## config.mk

```make
export PLATFORM = sky130hd
export DESIGN_NAME = aes_shift_rows_pipe
export DESIGN_NICKNAME = d
export VERILOG_FILES = /design/src/rtl/aes_pkg.sv /design/src/rtl/aes_pipe_stage.sv /design/src/rtl/aes_shift_rows_pipe.sv
export SDC_FILE = /design/constraint.sdc
export NUM_CORES = 1
export LEC_CHECK = 0
export CORE_AREA = 5 5 191 193
export CTS_CLUSTER_SIZE = 14
export DETAILED_ROUTE_END_ITERATION = 8
export DIE_AREA = 0 0 196 198
export PLACE_DENSITY = 0.65
export SYNTH_ARGS = -nofsm -noshare
export SYNTH_HDL_FRONTEND = slang
export SYNTH_SLANG_ARGS = --single-unit
```

## constraint.sdc

```tcl
create_clock -name clk -period 2.1 [get_ports clk]
set_input_delay 0.42 -clock clk [delete_from_list [all_inputs] [get_ports clk]]
set_output_delay 0.42 -clock clk [all_outputs]
set_load 0.02 [all_outputs]
```

## src/rtl/aes_pkg.sv

```systemverilog
// Shared AES datapath definitions.
//   state_t   : one 128-bit AES state, byte 0 in bits [127:120].
//   sr_mode_e : ShiftRows mode selector (forward, inverse, bypass).
//   sr_perm   : ShiftRows / InvShiftRows byte permutation of one state.
package aes_pkg;

  typedef logic [127:0] state_t;

  typedef enum logic [1:0] {
    SR_FWD = 2'b00,
    SR_INV = 2'b01,
    SR_BYP = 2'b10
  } sr_mode_e;

  // Byte b lives at bits [127-8b -: 8] with row r = b % 4 and column c = b / 4.
  // Forward rotates row r left by r columns; inverse rotates it right by r.
  // The 2-bit source column wraps modulo 4 on its own.
  function automatic state_t sr_perm(state_t s, logic inv);
    state_t     o;
    logic [1:0] src_c;
    o = s;
    for (int c = 0; c < 4; c++) begin
      for (int r = 0; r < 4; r++) begin
        if (inv) begin
          src_c = 2'(c - r);
        end else begin
          src_c = 2'(c + r);
        end
        o[127 - 8 * (r + 4 * c) -: 8] = s[127 - 8 * (r + 4 * int'(src_c)) -: 8];
      end
    end
    return o;
  endfunction

endpackage

```

## src/rtl/aes_pipe_stage.sv

```systemverilog
// One valid/ready register slice with a W-bit payload.
//   clk, reset           : clock and synchronous active-high reset.
//   in_valid / in_ready  : upstream handshake, in_data captured on transfer.
//   out_valid / out_ready: downstream handshake, out_data held until taken.
// in_ready depends only on the local valid flop and out_ready, so no
// combinational valid-to-ready path is created through the slice.
module aes_pipe_stage #(
  parameter int W = 8
) (
  input  logic         clk,
  input  logic         reset,
  input  logic         in_valid,
  output logic         in_ready,
  input  logic [W-1:0] in_data,
  output logic         out_valid,
  input  logic         out_ready,
  output logic [W-1:0] out_data
);

  logic         valid_q;
  logic         valid_d;
  logic [W-1:0] data_q;
  logic [W-1:0] data_d;

  // Next-state: advance when empty or when the consumer takes the held beat.
  always_comb begin
    in_ready = !valid_q || out_ready;
    valid_d  = valid_q;
    data_d   = data_q;
    if (in_ready) begin
      valid_d = in_valid;
      // Payload only loads on a real transfer, so an undriven bus is never captured.
      if (in_valid) begin
        data_d = in_data;
      end else begin
        data_d = data_q;
      end
    end else begin
      valid_d = valid_q;
      data_d  = data_q;
    end
  end

  // Slice register; reset discards any held beat and zeroes the payload.
  always_ff @(posedge clk) begin
    if (reset) begin
      valid_q <= 1'b0;
      data_q  <= {W{1'b0}};
    end else begin
      valid_q <= valid_d;
      data_q  <= data_d;
    end
  end

  assign out_valid = valid_q;
  assign out_data  = data_q;

endmodule

```

## src/rtl/aes_shift_rows_pipe.sv

```systemverilog
// Pipelined ShiftRows / InvShiftRows / bypass unit for LANES AES states.
//   clk, reset            : clock, synchronous active-high reset.
//   in_valid/in_ready     : input handshake; in_mode, in_tag, in_state payload.
//   out_valid/out_ready   : output handshake; out_mode, out_tag, out_state payload.
//   occupancy             : number of stages currently holding a beat.
// The permutation is applied combinationally ahead of stage 1; the remaining
// stages only carry {mode, tag, state}.
module aes_shift_rows_pipe
  import aes_pkg::*;
#(
  parameter int LANES  = 1,
  parameter int STAGES = 2,
  parameter int TAG_W  = 4
) (
  input  logic                         clk,
  input  logic                         reset,
  input  logic                         in_valid,
  output logic                         in_ready,
  input  logic [1:0]                   in_mode,
  input  logic [TAG_W-1:0]             in_tag,
  input  logic [128*LANES-1:0]         in_state,
  output logic                         out_valid,
  input  logic                         out_ready,
  output logic [1:0]                   out_mode,
  output logic [TAG_W-1:0]             out_tag,
  output logic [128*LANES-1:0]         out_state,
  output logic [$clog2(STAGES+1)-1:0]  occupancy
);

  localparam int SW    = 128 * LANES;
  localparam int PW    = 2 + TAG_W + SW;
  localparam int OCC_W = $clog2(STAGES + 1);

  if (STAGES < 1 || STAGES > 8) begin : g_bad_stages
    $error("aes_shift_rows_pipe: STAGES must lie in 1..8");
  end

  logic [SW-1:0] perm_state;

  // Apply the beat's mode to every lane; both reserved codes pass data through.
  always_comb begin
    perm_state = in_state;
    for (int k = 0; k < LANES; k++) begin
      case (in_mode)
        SR_FWD:  perm_state[128 * k +: 128] = sr_perm(in_state[128 * k +: 128], 1'b0);
        SR_INV:  perm_state[128 * k +: 128] = sr_perm(in_state[128 * k +: 128], 1'b1);
        default: perm_state[128 * k +: 128] = in_state[128 * k +: 128];
      endcase
    end
  end

  // Link k feeds stage k+1; link 0 is the unit input, link STAGES the output.
  logic          link_valid [0:STAGES];
  logic          link_ready [0:STAGES];
  logic [PW-1:0] link_data  [0:STAGES];

  assign link_valid[0]      = in_valid;
  assign link_data[0]       = {in_mode, in_tag, perm_state};
  assign link_ready[STAGES] = out_ready;

  for (genvar g = 0; g < STAGES; g++) begin : g_stage
    aes_pipe_stage #(
      .W (PW)
    ) u_stage (
      .clk       (clk),
      .reset     (reset),
      .in_valid  (link_valid[g]),
      .in_ready  (link_ready[g]),
      .in_data   (link_data[g]),
      .out_valid (link_valid[g+1]),
      .out_ready (link_ready[g+1]),
      .out_data  (link_data[g+1])
    );
  end

  // Ready is forced low during reset so no input transfer can be counted.
  assign in_ready  = link_ready[0] && !reset;
  assign out_valid = link_valid[STAGES];
  assign {out_mode, out_tag, out_state} = link_data[STAGES];

  logic             in_fire;
  logic             out_fire;
  logic [OCC_W-1:0] occ_q;
  logic [OCC_W-1:0] occ_d;

  assign in_fire  = in_valid && in_ready;
  assign out_fire = out_valid && out_ready;

  // Occupancy moves only when exactly one side of the pipe transfers.
  always_comb begin
    occ_d = occ_q;
    if (in_fire && !out_fire) begin
      occ_d = occ_q + OCC_W'(1'b1);
    end else if (out_fire && !in_fire) begin
      occ_d = occ_q - OCC_W'(1'b1);
    end else begin
      occ_d = occ_q;
    end
  end

  // Occupancy counter register.
  always_ff @(posedge clk) begin
    if (reset) begin
      occ_q <= {OCC_W{1'b0}};
    end else begin
      occ_q <= occ_d;
    end
  end

  assign occupancy = occ_q;

endmodule

```

==> impl_metrics.sql <==
INSERT INTO impl_metrics (metric_group, metric, value, unit) VALUES
('global_route', 'grt_start_max_net_pins', '105', ''),
('finish', 'area_growth_syn_to_layout', '38.7', '%'),
('global_route', 'first_pass_grt_wire_length', '60.4', 'mm'),
('clock_tree', 'cts.clk_slew.worst_paths', '0.06', 'ns'),
('finish', 'layout.filler_cells', '3376', ''),
('synth', 'netlist_instances', '1307', ''),
('global_route', 'first_global_vias', '10500', ''),
('power', 'total_leakage_power', '5.78', 'nW'),
('clock_tree', 'sinks_on_clock_net', '272', ''),
('global_route', 'initial_antenna_violation_count', '6', ''),
('die', 'rows', '68', ''),
('drt', 'via_count', '10700', ''),
('setup_path', 'critical_path.max_fanout', '2', ''),
('sta', 'slew_headroom', '43.9', '%'),
('die', 'start_util', '32.8', '%'),
('global_route', 'globalRoute.totalOverflow', '0', ''),
('clock_tree', 'post_cts_hold_buffer_count', '0', ''),
('setup_path', 'crit_path_top_delay_cell', 'sky130_fd_sc_hd__clkdlybuf4s50_1', ''),
('clock_tree', 'clockRootBuffer', 'sky130_fd_sc_hd__clkbuf_16', ''),
('setup_path', 'crit_arrival', '1.63', 'ns'),
('synth', 'postSynthRegisterBits', '272', ''),
('clock_tree', 'cts-root-to-sink-buffers', '3', ''),
('synth', 'synth_fp_nets', '1446', ''),
('power', 'power-per-cell-area', '803', 'nW/um2'),
('setup_path', 'timing.setup.critical_path_class', 'reg -> out', ''),
('place', 'place.gp.congestion', '0.853', ''),
('clock_tree', 'worst_skew_pair.late_latency', '0.55', 'ns'),
('die', 'die_area', '38800', 'um2'),
('drt', 'wl_per_cell', '19.8', 'um'),
('finish', 'final_layout_size_suffix_gt1_share', '7.77', '%'),
('place', 'detailed_place_hpwl', '28.0', 'mm'),
('die', 'die_height', '198', 'um'),
('setup_path', 'worstPathBufferInverterCount', '1', ''),
('synth', 'synth_sequential_area_ratio', '48.3', '%'),
('synth', 'yosysUniqueCellTypes', '24', ''),
('sta', 'finalCritPeriodShare', '97.7', '%'),
('outcome', 'run_status', 'completed', ''),
('sta', 'setup_tns', '0', 'ns'),
('clock_tree', 'cts_htree_levels', '1', ''),
('drt', 'drt_first_pass_iters', '5', ''),
('setup_path', 'crit_path_end_kind', 'primary output', ''),
('place', 'buffer_ports.inserted', '275', ''),
('drt', 'drc', '0', ''),
('setup_path', 'maximum_single_stage_delay_on_the_critical_path', '0.73', 'ns'),
('die', 'dieWidth', '196', 'um'),
('clock_tree', 'cts_tree', 'built', ''),
('sta', 'final-setup-viol-count', '0', ''),
('power', 'power.ir.vdd_worst', '556', 'uV'),
('drt', 'vias_per_cell', '5.34', ''),
('min_path', 'hold_path.class', 'in -> reg', ''),
('finish', 'final_core_utilization', '45.5', '%'),
('clock_tree', 'cts-buffers-inserted', '29', ''),
('sta', 'finalHoldViolations', '0', ''),
('sta', 'rsz0062_at_grt', 'false', ''),
('die', 'design.portCount', '276', ''),
('drt', 'detail_route.iter0.violations', '760', ''),
('drt', 'antenna_violating_nets_post_route', '0', ''),
('finish', 'nets', '1660', ''),
('synth', 'post_synth.cell_area_avg', '8.63', 'um2'),
('die', 'design.core.area', '34400', 'um2'),
('setup_path', 'cp-start-kind', 'register', ''),
('sta', 'finalCriticalPeriod', '2.05', 'ns'),
('sta', 'final_max_slew_viol_count', '0', ''),
('sta', 'max_clock_freq', '487', 'MHz'),
('setup_path', 'path_cells', 'clkdlybuf4s50_1', ''),
('synth', 'yosys_warnings', '0', ''),
('setup_path', 'worst_ep_required_time', '1.68', 'ns'),
('job', 'drv.max_cap_violation_count', '0', ''),
('setup_path', 'cell_family_with_most_cp_delay', 'buffers and inverters', ''),
('global_route', 'grt_use_total', '19.3', '%'),
('sta', 'tightest_slew', '0.842', 'ns'),
('sta', 'clock_skew', '0.0147', 'ns'),
('drt', 'drt-total-wl', '39.7', 'mm'),
('clock_tree', 'cts_setup_buffers', '0', ''),
('synth', 'mappedNetlistArea', '11300', 'um2');
[where the power goes]
part / switching (mW) / internal (mW)
logic: 0.857 / 0.733
registers: 0.139 / 5.41
clock network: 2.21 / 3.21
[registers in the layout, indices dropped and copies added (netlist names)]
signal / count
g_stage.u_stage.out_valid: 2
g_stage.u_stage.out_data: 268
occupancy: 2
[final cells by class]
type	instances	area, um2	share of cell area (%)
Sequential cell	272	5450	34.8
Multi-Input combinational cell	886	5210	33.3
Timing Repair Buffer	330	3370	21.6
Clock buffer	36	802	5.13
Tap cell	455	569	3.64
Clock inverter	18	210	1.34
Antenna cell	7	17.5	0.112
Inverter	2	10.0	0.0640
[repair_timing]
item                       CTS  global route
setup endpoints to repair    4             3
hold endpoints to repair     0             0
resized for setup            4             3
[cells in the mapped netlist (all sizes together)]
cell    instances  share of area, %
a211oi         32               2.1
a21oi         208               9.3
a22o           64               5.0
and3b           1             0.078
buf            58               2.7
clkbuf         89               3.0
dfxtp         272                48
ha              1              0.11
inv             2             0.067
mux2i          96               8.5
nand2          65               2.2
nand2b          1             0.056
nand3         172               7.6
nand3b          1             0.067
nor2            3              0.10
nor2b           1             0.056
nor3            1             0.044
o21ai         237                11
or3             1             0.056
xor2            2              0.16
[path summary, 6_finish.rpt]
path | startpoint | to | slack (ns) | depth (start not counted)
setup reg to reg | g_stage[0].u_stage.out_valid$_SDFFE_PP0N_ | g_stage[0].u_stage.out_data[37]$_SDFFE_PP0P_ | 0.23 | 5
hold reg to reg | g_stage[0].u_stage.out_data[123]$_SDFFE_PP0P_ | g_stage[1].u_stage.out_data[123]$_SDFFE_PP0P_ | 0.46 | 2
setup / recovery | g_stage[1].u_stage.out_data[100]$_SDFFE_PP0P_ | out_state[100] | 0.05 | 1
hold / removal | reset | g_stage[0].u_stage.out_data[121]$_SDFFE_PP0P_ | 0.38 | 3
[metal layers]
layer / wire length [um] / up-vias / GRT usage (%) / part of all wire (%)
met1: 16900 / 5114 / 24.9 / 43
met2: 18600 / 335 / 31.7 / 47
met4: 1210 / 0 / 5.97 / 3.0
met3: 3030 / 67 / 5.19 / 7.6
met5: 0 / - / 0 / 0
li1: - / 5195 / - / -
[kinds of logic after synthesis]
family          after synthesis  synth area share, %
compound gates              541                 26.9
xor+xnor                      2                0.155
fa+ha+maj                     1                0.111
buf+inv                     149                 5.73
flops                       272                 48.3
mux                          96                 8.52
simple gates                246                 10.3
[layout by cell type (no fill, tap or decap), types with 29 or more instances in the layout]
cell                              synthesis  layout
sky130_fd_sc_hd__a211oi_1                32      32
sky130_fd_sc_hd__a21oi_1                207     207
sky130_fd_sc_hd__a22o_1                  64      64
sky130_fd_sc_hd__buf_4                    8      40
sky130_fd_sc_hd__clkbuf_16                0      29
sky130_fd_sc_hd__clkdlybuf4s50_1          0     264
sky130_fd_sc_hd__dfxtp_1                272     271
sky130_fd_sc_hd__mux2i_1                 96      96
sky130_fd_sc_hd__nand2_1                 65      65
sky130_fd_sc_hd__nand3_1                172     172
sky130_fd_sc_hd__o21ai_0                236     236
[worst register-to-register path: cells and delay by family, from the launching register on]
kind                   cells  cell delay (ns)
buffers and inverters      2             0.60
AO/OA/AOI/OAI              2             0.49
AND/OR/NAND/NOR            1             0.34
flip-flops                 1             0.39
[through the flow]
stage	cells	cell area, um2	hold WS, ns	worst slack (ns)	total power, mW
final	2006	15600	0.380	0.0475	12.6
after CTS	1999	15600	0.337	0.00466	12.7
after floorplan	1307	11300	0.440	0.115	6.46
after detailed placement	1945	14600	0.458	-0.177	7.25
after global placement	1945	14600	0.444	-0.182	7.22
after global routing	2005	15600	0.370	0.00138	13.1
Power figures use the tool's default switching activity.
